$ cat config.mk
export PLATFORM = sky130hd
export DESIGN_NAME = minimig_autoconfig_chain
export DESIGN_NICKNAME = d
export VERILOG_FILES = /design/src/rtl/minimig_autoconfig_chain.sv
export SDC_FILE = /design/constraint.sdc
export NUM_CORES = 1
export LEC_CHECK = 0
export BUFFER_PORTS_ARGS = -buffer_cell sky130_fd_sc_hd__buf_2
export CAP_MARGIN = 20
export CORE_MARGIN = 2
export CORE_UTILIZATION = 30
export CTS_CLUSTER_DIAMETER = 80
export DETAILED_ROUTE_END_ITERATION = 12
export GPL_ROUTABILITY_DRIVEN = 0
export SLEW_MARGIN = 30
export SYNTH_ARGS = -nofsm -noshare
export SYNTH_HDL_FRONTEND = slang
export SYNTH_SLANG_ARGS = --single-unit
$ cat constraint.sdc
create_clock -name clk -period 2 [get_ports clk]
set_input_delay 0.3 -clock clk [delete_from_list [all_inputs] [get_ports clk]]
set_output_delay 0.3 -clock clk [all_outputs]
set_load 0.01 [all_outputs]
$ cat src/rtl/minimig_autoconfig_chain.sv
// rtl/minimig_autoconfig_chain.sv - Amiga autoconfig daisy-chain sequencer with per-board address decode
// Optional Ethernet board (device 2) is built only when AUTOCONFIG_ETH_EN is defined.
module minimig_autoconfig_chain #(
  parameter int ZII_ETH_MATCH_BITS = 8,
  parameter int ZIII_MATCH_BITS    = 8
) (
  input  logic        clk,
  input  logic        reset,
  input  logic        clk7_en,
  input  logic        sel,
  input  logic [6:0]  address_in,
  input  logic [15:0] data_in,
  input  logic        hwr,
  input  logic        lwr,
  input  logic [2:0]  dev_present,
  input  logic [1:0]  zii_size,
  input  logic [15:0] dec_addr,
  output logic [1:0]  acdevice,
  output logic [2:0]  board_configured,
  output logic [2:0]  board_shutup,
  output logic [7:0]  zii_base,
  output logic [7:0]  eth_base,
  output logic [7:0]  ziii_base,
  output logic [2:0]  board_sel,
  output logic        chain_done
);

  typedef enum logic [1:0] {SEEK, OFFER, DONE} state_t;

  localparam logic [7:0] OFS_Z3_HI = 8'h44;
  localparam logic [7:0] OFS_HI    = 8'h48;
  localparam logic [7:0] OFS_LO    = 8'h4A;
  localparam logic [7:0] OFS_SHUT  = 8'h4C;
  localparam logic [7:0] ZIII_MASK = 8'(16'hFF00 >> ZIII_MATCH_BITS);

`ifdef AUTOCONFIG_ETH_EN
  localparam logic [2:0] CHAIN_MASK = 3'b111;
  localparam logic [7:0] ETH_MASK   = 8'(16'hFF00 >> ZII_ETH_MATCH_BITS);
  logic [3:0] stage_eth;
`else
  localparam logic [2:0] CHAIN_MASK = 3'b011;
`endif

  state_t     state;
  logic [2:0] configured;
  logic [2:0] shutup;
  logic [2:0] eligible;
  logic [3:0] stage_ram;
  logic [7:0] stage_z3;
  logic [7:0] offset;
  logic [7:0] zii_mask;
  logic       wr;
  logic       unused_bits;

  assign wr       = clk7_en & sel & (hwr | lwr);
  assign offset   = {address_in, 1'b0};
  assign eligible = dev_present & ~configured & ~shutup & CHAIN_MASK;

  assign board_configured = configured & CHAIN_MASK;
  assign board_shutup     = shutup & CHAIN_MASK;

  // ZIII A23..A16 are latched for completeness but never take part in decode.
  assign unused_bits = ^{data_in[11:0], stage_z3};

  always_ff @(posedge clk) begin
    if (reset) begin
      state      <= SEEK;
      acdevice   <= 2'd3;
      chain_done <= 1'b0;
      configured <= 3'b000;
      shutup     <= 3'b000;
      zii_base   <= 8'h00;
      ziii_base  <= 8'h00;
      stage_ram  <= 4'h0;
      stage_z3   <= 8'h00;
`ifdef AUTOCONFIG_ETH_EN
      eth_base   <= 8'h00;
      stage_eth  <= 4'h0;
`endif
    end else begin
      case (state)
        SEEK: begin
          if (eligible[0]) begin
            acdevice <= 2'd0;
            state    <= OFFER;
          end else if (eligible[1]) begin
            acdevice <= 2'd1;
            state    <= OFFER;
          end else if (eligible[2]) begin
            acdevice <= 2'd2;
            state    <= OFFER;
          end else begin
            acdevice   <= 2'd3;
            chain_done <= 1'b1;
            state      <= DONE;
          end
        end

        OFFER: begin
          if (wr) begin
            case (offset)
              OFS_LO: begin
                if (acdevice == 2'd0) stage_ram <= data_in[15:12];
`ifdef AUTOCONFIG_ETH_EN
                if (acdevice == 2'd2) stage_eth <= data_in[15:12];
`endif
              end
              OFS_HI: begin
                if (acdevice == 2'd0) begin
                  zii_base      <= {data_in[15:12], stage_ram};
                  configured[0] <= 1'b1;
                  state         <= SEEK;
                end
                if (acdevice == 2'd1) stage_z3 <= data_in[15:8];
`ifdef AUTOCONFIG_ETH_EN
                if (acdevice == 2'd2) begin
                  eth_base      <= {data_in[15:12], stage_eth};
                  configured[2] <= 1'b1;
                  state         <= SEEK;
                end
`endif
              end
              OFS_Z3_HI: begin
                // The ZIII base lives in the upper byte; a low-byte-only write carries none of it.
                if (acdevice == 2'd1 && hwr) begin
                  ziii_base     <= data_in[15:8];
                  configured[1] <= 1'b1;
                  state         <= SEEK;
                end
              end
              OFS_SHUT: begin
                shutup <= shutup | (3'b001 << acdevice);
                state  <= SEEK;
              end
              default: ;
            endcase
          end
        end

        DONE: state <= DONE;

        default: state <= SEEK;
      endcase
    end
  end

`ifndef AUTOCONFIG_ETH_EN
  assign eth_base = 8'h00;
`endif

  always_comb begin
    case (zii_size)
      2'b01:   zii_mask = 8'hE0;
      2'b10:   zii_mask = 8'hC0;
      2'b11:   zii_mask = 8'h80;
      default: zii_mask = 8'h00;
    endcase
    board_sel    = 3'b000;
    board_sel[0] = configured[0] && (zii_size != 2'b00) &&
                   (((dec_addr[7:0] ^ zii_base) & zii_mask) == 8'h00);
    board_sel[1] = configured[1] && (((dec_addr[15:8] ^ ziii_base) & ZIII_MASK) == 8'h00);
`ifdef AUTOCONFIG_ETH_EN
    board_sel[2] = configured[2] && (((dec_addr[7:0] ^ eth_base) & ETH_MASK) == 8'h00);
`endif
  end

endmodule

======== Word level (Yosys, flattened, before mapping) ========
Cells that the tools add are included.
operators by class
  eq/ne operators ......................... 14
  shift operators ......................... 1
  muxes and demuxes ....................... 10
  bitwise gates (word level) .............. 13
  reductions and logical operators ........ 15
operators by type and width
  kind                 number
  $eq 7x6->1 const B   4
  $pmux 8 s3           1
  $logic_not 8->1      2
  $reduce_and 4->1     4
  $xor 8x8->8          2
  $mux 2               7
  $pmux 2 s3           2
  $and 8x8->8          1
  $eq 2x1->1 const B   3
  $eq 2x2->1 const B   3
  $ne 3x3->1 const B   2
  $reduce_and 3->1     2
  $and 2x2->2          2
  $logic_and 1x1->1    4
  $logic_not 2->1      2
  $ne 4x2->1 const B   1
  $not 2->2            2
  $or 3x3->3           1
  $shl 1x2->3 const A  1
  $and 1x1->1          2
  $ne 2x2->1 const B   1
  $not 1->1            2
  $reduce_bool 2->1    1
  $or 1x1->1           1
storage, ports and cells
  bits in registers ....................... 30
  bits of input ports ..................... 50
  output and inout port bits .............. 36
  logic and storage cells ................. 62

======== Logic depth before layout (Yosys ltp) ========
Gate-level depths: netlist of run 1.
  depth in word-level cells ............... 6
  gate-level depth with buffers ........... 5
  depth with buffers taken out ............ 4

======== Worst setup path before layout of run 1 ========
Ideal clock, no wire load.
  kind .................................... in2out
  start ................................... in zii_size[0]
  end ..................................... out board_sel[0]
  arrival time ............................ 1,217 ps
  data required time ...................... 1,700 ps
  slack ................................... 483 ps
  cell stages on the path ................. 4
  path buffers ............................ 0
  cell sequence ........................... inv_1 -> ha_1 -> a22o_1 -> nor4_1
on the way
  word-level cells in the longest chain between the ends .. 5
  elaborated cells between the ends (all ways) .. 9
  classes of those cells .................. eq/ne: 3; mux: 1; bitwise: 1; reduce/logical: 4
RTL lines
  item                                             line  RTL
  from (decl)                                      16    input logic [1:0] zii_size,
  $eq 2x2->1 / $eq 2x1->1 (equally long branches)  152   case (zii_size)
  $pmux 8 s3                                       152
  $and 8x8->8                                      160   (((dec_addr[7:0] ^ zii_base) & zii_mask) == 8'h00);
  $logic_not 8->1                                  160
  $logic_and 1x1->1 *                              159   board_sel[0] = configured[0] && (zii_size != 2'b00) &&
  to (decl)                                        24    output logic [2:0] board_sel,
Mark *: on every way between the ends. The rest lies on a longest branch, timed or not.

======== Worst setup path after layout of run 1 ========
  start ................................... reg ziii_base[0]
  end ..................................... out board_sel[1]
on the way
  word-level cells in the longest chain between the ends .. 3
RTL lines
  item                    line  RTL
  from (decl)             23    output logic [7:0] ziii_base,
  from (signal assigned)  126   ziii_base <= data_in[15:8];
  $xor 8x8->8             161   board_sel[1] = configured[1] && (((dec_addr[15:8] ^ ziii_base) & ZIII_MASK) == 8'h00);
  $logic_not 8->1         161
  $logic_and 1x1->1       161
No other way between the ends.

==> qor.txt, run 1 <==
CTS clk-pin slew, worst paths - 70 ps
LEAKAGE - 0.000903 uW
die height - 75.7 microns
Post-Syn Area - 0.00154 sq mm
worst-path cell chain - xnor2_1, nand4_1, nor4_1, and3_1, buf_2
CP Capture Type - primary output
maxcap violations - 0
Core ar. - 0.00504 sq mm
vias in the first global route - 1,047
top cell type's share of synthesized area - 37.6%
DRC - 0
fraction of registers with async set/reset - 0%
Final Total Pwr - 1260 uW
Worst Min Path Start - data_in[8]
CTS sink count - 29
# resized after CTS - 0
setup slack at placement - 287 ps
EDFF count, synth - 0
Synth area leader - dfxtp_1
Critical path origin - ziii_base[0]
DR WL/cell - 11.5 microns
CTS H-tree lvls - 2
row count - 26
dpl cells - 288
CP max FO - 3
Clock Skew - 6.78 ps
hold_buf cts - 0
Post-Syn Area per Cell - 9.41 sq um
die width - 75.7 microns
total track usage - 11.9%
Worst-Skew Late Latency - 280 ps
sequential area share after synthesis - 37.6%
fraction of layout instances using a drive strength above 1 - 33.6%
synth unique cells - 35
clock tree buffer depth - 2
slowest stage delay, CP - 370 ps
startpoint types - flip-flop
CP bufs+invs - 1
Seq cells post-synth - 29
Reg2Reg Launch Point - state[1]
Hold Fails Final Rpt - 0
final net count - 278
Area growth, synth to finish - 27.0%
Main synth FF type - dfxtp_1
hpwl dp - 2.56 mm
first-pass GRT wire length - 5.05 mm
Hold/Removal Path Class - in -> reg
Routed Antenna Nets - 0
period utilisation layout - 89.0%
Synth area leaders - dfxtp_1, mux2i_1, nand2b_1, buf_4, xnor2_1
setup bufs post-CTS - 0
# IOs - 86
Max stage delay cell, worst path - dfxtp_1
crit path time final - 1780 ps
vias post-DR - 1,255
CTS buffer count - 5
Fmax achieved - 0.562 GHz
Yosys warning count - 0
initial antenna violation count - 0
status - complete, no violations
final wirelength - 3.39 mm
commonest non-fill, non-tap cell in the layout - buf_2
Starting Density - 30.6%
Fin Setup TNS - 0 ps
Inserted Diodes - 0
CTS Root Buffer Type - clkbuf_8
largest net degree at the start of global routing - 38
# fillers - 519
crit path kind - reg -> out
worst relative slew slack - 64.9%
synthesized instance count - 164
die footprint - 0.00574 sq mm
Critical Path AT - 1480 ps
RSZ-0062 raised after global routing - false
TritonCTS clock tree - yes
kind of cell adding the most delay to the critical path - simple AND/OR/NAND/NOR gates
DR vias/cell - 4.24
drt initial violations - 31
Worst Tran Pin Value - 527 ps
Slew Viols, Final - 0
commonest cells after routing, fill and taps aside - buf_2, dfxtp_1, nand2b_1, mux2i_1, nor2_1
Required @ worst endpoint - 1700 ps
Max VDD drop - 0.000490 V
PortBufs - 60
Overflow after GRT - 0
final setup violation count - 0
PD cells - 642 mW/mm^2
Layout Cells excl Fill - 296
fin worst setup slack - 221 ps
Pre-Repair DR Iteration Count - 4
-- cell usage after synthesis, types with 4 or more instances --
cell      instances
xnor2_1           6
nor2_1           12
buf_4            12
mux2i_1          20
nand2b_1         27
dfxtp_1          29
xor2_1            5
a21oi_1           4
-- where the power goes --
part / internal (uW) / switching [uW]
clock network: 310 / 219
logic: 65.4 / 67.4
registers: 586 / 10.7
total: 962 / 297
-- state kept, by name (all words and copies together) (netlist names) --
| signal | cells |
|---|---|
| stage_ram | 4 |
| acdevice | 2 |
| state | 2 |
| configured | 2 |
| shutup | 2 |
| chain_done | 1 |
| zii_base | 8 |
| ziii_base | 8 |
-- metrics by stage --
| step | cell area [sq um] | util [%] | hold WS, ps |
|---|---|---|---|
| finish | 1960 | 38.9 | 277 |
| global route | 1960 | 38.9 | 275 |
| CTS | 1960 | 38.9 | 271 |
| detailed placement | 1860 | 36.9 | 451 |
| global placement | 1860 | 36.9 | 447 |
| floorplan | 1580 | - | 455 |
-- cell families after synthesis --
kind of cell	Yosys count	share of synthesized area, %
and+or+nand+nor	67	26.3
DFF	29	37.6
muxes	20	13.0
buffers and inverters	20	8.75
AOI/OAI and AO/OA	13	5.51
xor gates and xnor gates	11	6.24
adders and majority gates	3	2.43
other	1	0.243
-- metal layers --
layer  global-route usage, %  vias up  share of wire, %
li1                        -      650                 -
met1                    16.0      561                49
met2                    17.5       39                44
met3                    4.89        5               5.8
met4                    3.51        0               1.1
met5                       0        -                 0
-- path summary, 6_finish.rpt --
check,to,slack [ps],cells past startpoint
setup / recovery,board_sel[1],220,5
hold / removal,ziii_base[0],280,3
setup reg to reg,zii_base[2],320,4
hold reg to reg,chain_done,460,2
-- worst reg2reg max path: cells and delay by family, from the launching register on --
family,cells,cell delay [ps]
multiplexers,1,220
AND/OR/NAND/NOR,3,1050
flip-flops,1,350
-- area by class of cell --
type                       count  area (sq um)  share of cell area [%]
timing repair buffer          61           308                    15.7
tap                           70          87.6                    4.47
inverter                       3          11.3                   0.574
clock buffer                   7          96.3                    4.91
sequential                    29           581                    29.6
clock inverter                 1          5.00                   0.255
multi-input combinational    125           872                    44.5
Note: power is estimated with default switching activity, not from simulation.
==> inputs of run 2 (changes only) <==
--- a/config.mk
+++ b/config.mk
@@ -5,11 +5,12 @@
 export SDC_FILE = /design/constraint.sdc
 export NUM_CORES = 1
 export LEC_CHECK = 0
+export ABC_AREA = 1
 export BUFFER_PORTS_ARGS = -buffer_cell sky130_fd_sc_hd__buf_2
 export CAP_MARGIN = 20
 export CORE_MARGIN = 2
 export CORE_UTILIZATION = 30
-export CTS_CLUSTER_DIAMETER = 80
+export CTS_CLUSTER_DIAMETER = 40
 export DETAILED_ROUTE_END_ITERATION = 12
 export GPL_ROUTABILITY_DRIVEN = 0
 export SLEW_MARGIN = 30
==> run 2 against run 1 <==
Net effect:
- power shrank 2.5%
- sequential power grew 0.7%
- maximum frequency grew 14%
- worst hold slack lost 15 ps
- global-route usage grew 1.8 points
- first-iteration DRC count grew 100%
- combinational power grew 15%
- critical path type unchanged
- critical endpoint unchanged
- largest power group unchanged
==> qor.txt, run 2 <==
status - complete, no violations
Clock Skew - 5.10 ps
largest net degree at the start of global routing - 25
Max stage delay cell, worst path - dfxtp_1
Pre-Repair DR Iteration Count - 4
die height - 74.6 microns
R2R setup slack - 680 ps
maxcap violations - 0
Slew Viols, Final - 0
CP max FO - 3
Hold Fails Final Rpt - 0
fraction of layout instances using a drive strength above 1 - 28.8%
commonest cells after routing, fill and taps aside - buf_2, nor2_1, dfxtp_1, inv_1, o21ai_0
die footprint - 0.00557 sq mm
Core ar. - 0.00475 sq mm
DR WL/cell - 10.2 microns
Post-Syn Area - 0.00150 sq mm
Worst-Skew Late Latency - 280 ps
Fin Setup TNS - 0 ps
CTS H-tree lvls - 2
setup bufs post-CTS - 0
hpwl dp - 2.69 mm
Post-Syn Area per Cell - 7.19 sq um
Hold/Removal Path Class - in -> reg
final net count - 324
EDFF count, synth - 0
hold_buf cts - 0
final wirelength - 3.45 mm
DR vias/cell - 4.25
Routed Antenna Nets - 0
Seq cells post-synth - 29
sequential area share after synthesis - 38.8%
# IOs - 86
clock tree buffer depth - 2
CP Capture Type - primary output
Yosys warning count - 0
fraction of registers with async set/reset - 0%
Overflow after GRT - 0
vias post-DR - 1,436
hold path depth - 2
total track usage - 13.8%
worst relative slew slack - 59.4%
DRC - 0
LEAKAGE - 0.000935 uW
RSZ-0062 raised after global routing - false
crit path time final - 1570 ps
Reg2Reg Launch Point - acdevice[0]
Inserted Diodes - 0
vias in the first global route - 1,353
first-pass GRT wire length - 5.75 mm
final setup violation count - 0
Min Hold Slack - 261 ps
Worst Min Path Start - reset
synth unique cells - 30
die width - 74.6 microns
r2r endpoint - zii_base[3]
Hold EP - shutup[0]
top cell type's share of synthesized area - 38.8%
Critical Path AT - 1270 ps
Synth area leaders - dfxtp_1, nor2_1, o21ai_0, inv_1, buf_4
TritonCTS clock tree - yes
Largest regs - zii_base: 8 flops, ziii_base: 8 flops, stage_ram: 4 flops
PortBufs - 60
startpoint types - flip-flop
slowest stage delay, CP - 340 ps
Area growth, synth to finish - 27.2%
worst-path cell chain - inv_1, a22o_1, a21oi_1, nand3_1, nor2_1, buf_2
Worst Tran Pin Value - 608 ps
crit path kind - reg -> out
Max VDD drop - 0.000251 V
commonest non-fill, non-tap cell in the layout - buf_2
Synth area leader - dfxtp_1
# resized after CTS - 0
CTS clk-pin slew, worst paths - 60 ps
Main synth FF type - dfxtp_1
Required @ worst endpoint - 1700 ps
CTS Root Buffer Type - clkbuf_8
most common cell in the netlist - nor2_1
Fmax achieved - 0.638 GHz
CTS sink count - 29
CTS buffer count - 5
Critical path origin - ziii_base[3]
synth cell count leaders - nor2_1, dfxtp_1, inv_1
initial antenna violation count - 0
cells on worst reg2reg path - 5
PD cells - 645 mW/mm^2
period utilisation layout - 78.4%
row count - 25
synthesized instance count - 208
fin worst setup slack - 433 ps
Starting Density - 31.5%
drt initial violations - 63
setup slack at placement - 469 ps
[run 2: worst max-delay path, delay by kind of cell, from the launching register on]
family | cells | cell delay (ps)
AOI/OAI and AO/OA | 2 | 320
buffers and inverters | 2 | 190
DFF | 1 | 340
and+or+nand+nor | 2 | 160
[run 2: how the worst max path moves through the flow]
stage / end / slack, ps / cells past startpoint
floorplan: board_sel[0] / 670 / 5
global placement: zii_base[2] / 500 / 8
detailed placement: zii_base[4] / 470 / 8
CTS: board_sel[1] / 410 / 6
global route: board_sel[1] / 290 / 6
finish: board_sel[1] / 430 / 6
[run 2: cell families after synthesis]
kind of cell / after synthesis / synth area share, %
AND/OR/NAND/NOR: 97 / 29.9
buffers and inverters: 39 / 13.1
AO/OA/AOI/OAI: 35 / 13.0
flip-flops: 29 / 38.8
XOR/XNOR: 4 / 2.34
adder cells (fa/ha/maj): 3 / 2.51
other: 1 / 0.251
[run 2: per-layer routing]
layer  global-route usage, %  vias up  part of all wire, %
met3                    5.09        5                  6.8
met5                       0        -                    0
met4                    5.95        0                  1.8
met1                    16.1      613                   47
li1                        -      773                    -
met2                    22.7       45                   45
[run 2: power breakdown]
group	internal [uW]	total, uW	switching (uW)
combinational	61.9	153	90.8
sequential	590	601	11.0
clock	272	473	201
[run 2: area by class of cell]
cell class / instances / area, sq um
inverter: 25 / 95.1
fill: 540 / 2850
timing repair buffer: 60 / 300
tap: 67 / 83.8
clock buffer: 7 / 86.3
multi-input combinational: 150 / 757
sequential: 29 / 581
[run 2: metrics by stage]
| step | instance area [sq um] | std cells | utilization [%] | total power, uW |
|---|---|---|---|---|
| 6_report | 1900 | 338 | 40.0 | 1230 |
| 5_1_grt | 1900 | 338 | 40.0 | 1300 |
| 4_1_cts | 1900 | 338 | 40.0 | 1240 |
| 3_5_place_dp | 1820 | 331 | 38.2 | 766 |
| 3_3_place_gp | 1820 | 331 | 38.2 | 765 |
| 2_1_floorplan | 1530 | 218 | - | 720 |
==> inputs of run 3 (changes only) <==
--- a/config.mk
+++ b/config.mk
@@ -5,7 +5,7 @@
 export SDC_FILE = /design/constraint.sdc
 export NUM_CORES = 1
 export LEC_CHECK = 0
-export ABC_AREA = 1
+export ABC_AREA = 0
 export BUFFER_PORTS_ARGS = -buffer_cell sky130_fd_sc_hd__buf_2
 export CAP_MARGIN = 20
 export CORE_MARGIN = 2
==> constraint.sdc (replaced) <==
create_clock -name clk -period 1.3 [get_ports clk]
set_input_delay 0.195 -clock clk [delete_from_list [all_inputs] [get_ports clk]]
set_output_delay 0.195 -clock clk [all_outputs]
set_load 0.01 [all_outputs]
==> run 3 against run 2 <==
Net effect:
- the flow now finishes with violations (setup timing)
- count of clock-buffer cells in the layout decreased by 2
- critical endpoint unchanged
- critical path type unchanged
- sequential share of layout area down 4.7 points
- worst setup slack got worse by 700 ps
- largest power group unchanged
- sequential power grew 52%
==> qor.txt, run 3 (synthesis results as in run 1) <==
status - finished with violations
failing checks - setup timing
Fin Setup TNS - -3290 ps
Final Total Pwr - 1920 uW
# IOs - 86
Layout Cells excl Fill - 325
kind of cell adding the most delay to the critical path - simple AND/OR/NAND/NOR gates
Required @ worst endpoint - 1110 ps
Inserted Diodes - 0
Min Hold Slack - 162 ps
CP bufs+invs - 1
PD cells - 835 mW/mm^2
Worst-Skew Late Latency - 280 ps
Final Instance Area - 0.00229 sq mm
CTS sink count - 29
Placed Area - 0.00205 sq mm
clock tree buffer depth - 2
PortBufs - 60
initial antenna violation count - 0
vias in the first global route - 1,150
Critical Path AT - 1370 ps
maxcap violations - 0
LEAKAGE - 0.00108 uW
Routed Antenna Nets - 0
Max VDD drop - 0.000697 V
crit path time final - 1560 ps
vias post-DR - 1,373
Overflow after GRT - 0
Starting Density - 30.6%
die width - 75.7 microns
drt initial violations - 39
final wirelength - 3.69 mm
Hold Fails Final Rpt - 0
first-pass GRT wire length - 5.46 mm
fraction of layout instances using a drive strength above 1 - 49.8%
DR vias/cell - 4.22
crit path kind - reg -> out
DR WL/cell - 11.3 microns
die height - 75.7 microns
total track usage - 13.1%
CTS clk-pin slew, worst paths - 70 ps
CP Capture Type - primary output
Clock Skew - 3.51 ps
Largest regs - zii_base: 8 flops, ziii_base: 8 flops, stage_ram: 4 flops
worst-path cell chain - xnor2_1, nand4_1, nor4_2, and3_1, buf_2
final setup violation count - 22
CTS Root Buffer Type - clkbuf_8
Pre-Repair DR Iteration Count - 4
slowest stage delay, CP - 320 ps
die footprint - 0.00574 sq mm
largest net degree at the start of global routing - 33
final net count - 307
Area growth, synth to finish - 48.5%
row count - 26
commonest non-fill, non-tap cell in the layout - buf_2
hold_buf cts - 0
RSZ-0062 raised after global routing - true
CP max FO - 2
CTS buffer count - 5
hpwl dp - 2.77 mm
DRC - 0
period utilisation layout - 120%
Max stage delay cell, worst path - dfxtp_1
CTS H-tree lvls - 2
Core ar. - 0.00504 sq mm
# fillers - 512
Fmax achieved - 0.640 GHz
startpoint types - flip-flop
Slew Viols, Final - 0
commonest cells after routing, fill and taps aside - buf_2, nand2b_1, buf_4, mux2i_1, dfxtp_1
dpl cells - 312
fin worst setup slack - -262 ps
TritonCTS clock tree - yes
Hold/Removal Path Class - in -> reg
## run 3: cell types whose count changed in the layout (fill, tap and decap cells not counted), moves of 7 or more
cell	before	now
nand2b_1	0	27
dfxtp_1	29	20
nand3_1	10	1
dfxtp_2	0	9
inv_1	23	3
buf_4	0	25
nand2_1	19	3
mux2i_1	0	20
o21ai_0	22	1
nor2_1	45	11
nor3_1	9	2
## run 3: area by class of cell
type	count	area, sq um	share of cell area (%)
Multi-Input combinational cell	125	972	42.4
Inverter	3	11.3	0.491
Clock inverter	3	17.5	0.764
Timing Repair Buffer	90	544	23.7
Sequential cell	29	592	25.8
Clock buffer	5	68.8	3.00
Tap cell	70	87.6	3.82
## run 3: per-layer routing
metal  GRT usage [%]  part of all wire (%)
met1            17.8                    47
met2            19.2                    45
met3            5.03                   6.5
met4            4.09                  0.68
met5               0                     0
## run 3: worst min-delay path, stage by stage
cell and delay (ps):
buf_2 90, nand2b_1 50, mux2i_1 60
## run 3: what timing repair did
action,in CTS,in global routing
pin swaps,7,2
setup buffers,6,2
cloned,1,0
gates resized for setup,15,19
hold endpoints to repair,0,0
endpoints found under the setup margin,22,28
## run 3: path summary, 6_finish.rpt
| kind | endpoint | cells after the start | slack, ps | startpoint |
|---|---|---|---|---|
| worst max-delay path | board_sel[1] | 5 | -260 | ziii_base[1] |
| worst min-delay path | ziii_base[0] | 3 | 160 | data_in[8] |
| worst max register to register | zii_base[4] | 6 | -210 | acdevice[1] |
| worst min register to register | chain_done | 2 | 470 | chain_done |
## run 3: per-stage QoR
stage,setup WS [ps],utilization [%]
after detailed placement,-218,40.7
after global placement,-192,40.7
after floorplan,-166,-
after CTS,-293,44.3
after global routing,-382,45.5
final,-262,45.5
## run 3: where the power goes
group	leakage, uW	internal, uW	switching, uW	total [uW]
registers	0.000238	903	10.1	913
clock network	0.0000439	369	362	731
logic	0.000801	141	129	271
total	0.00108	1410	502	1920
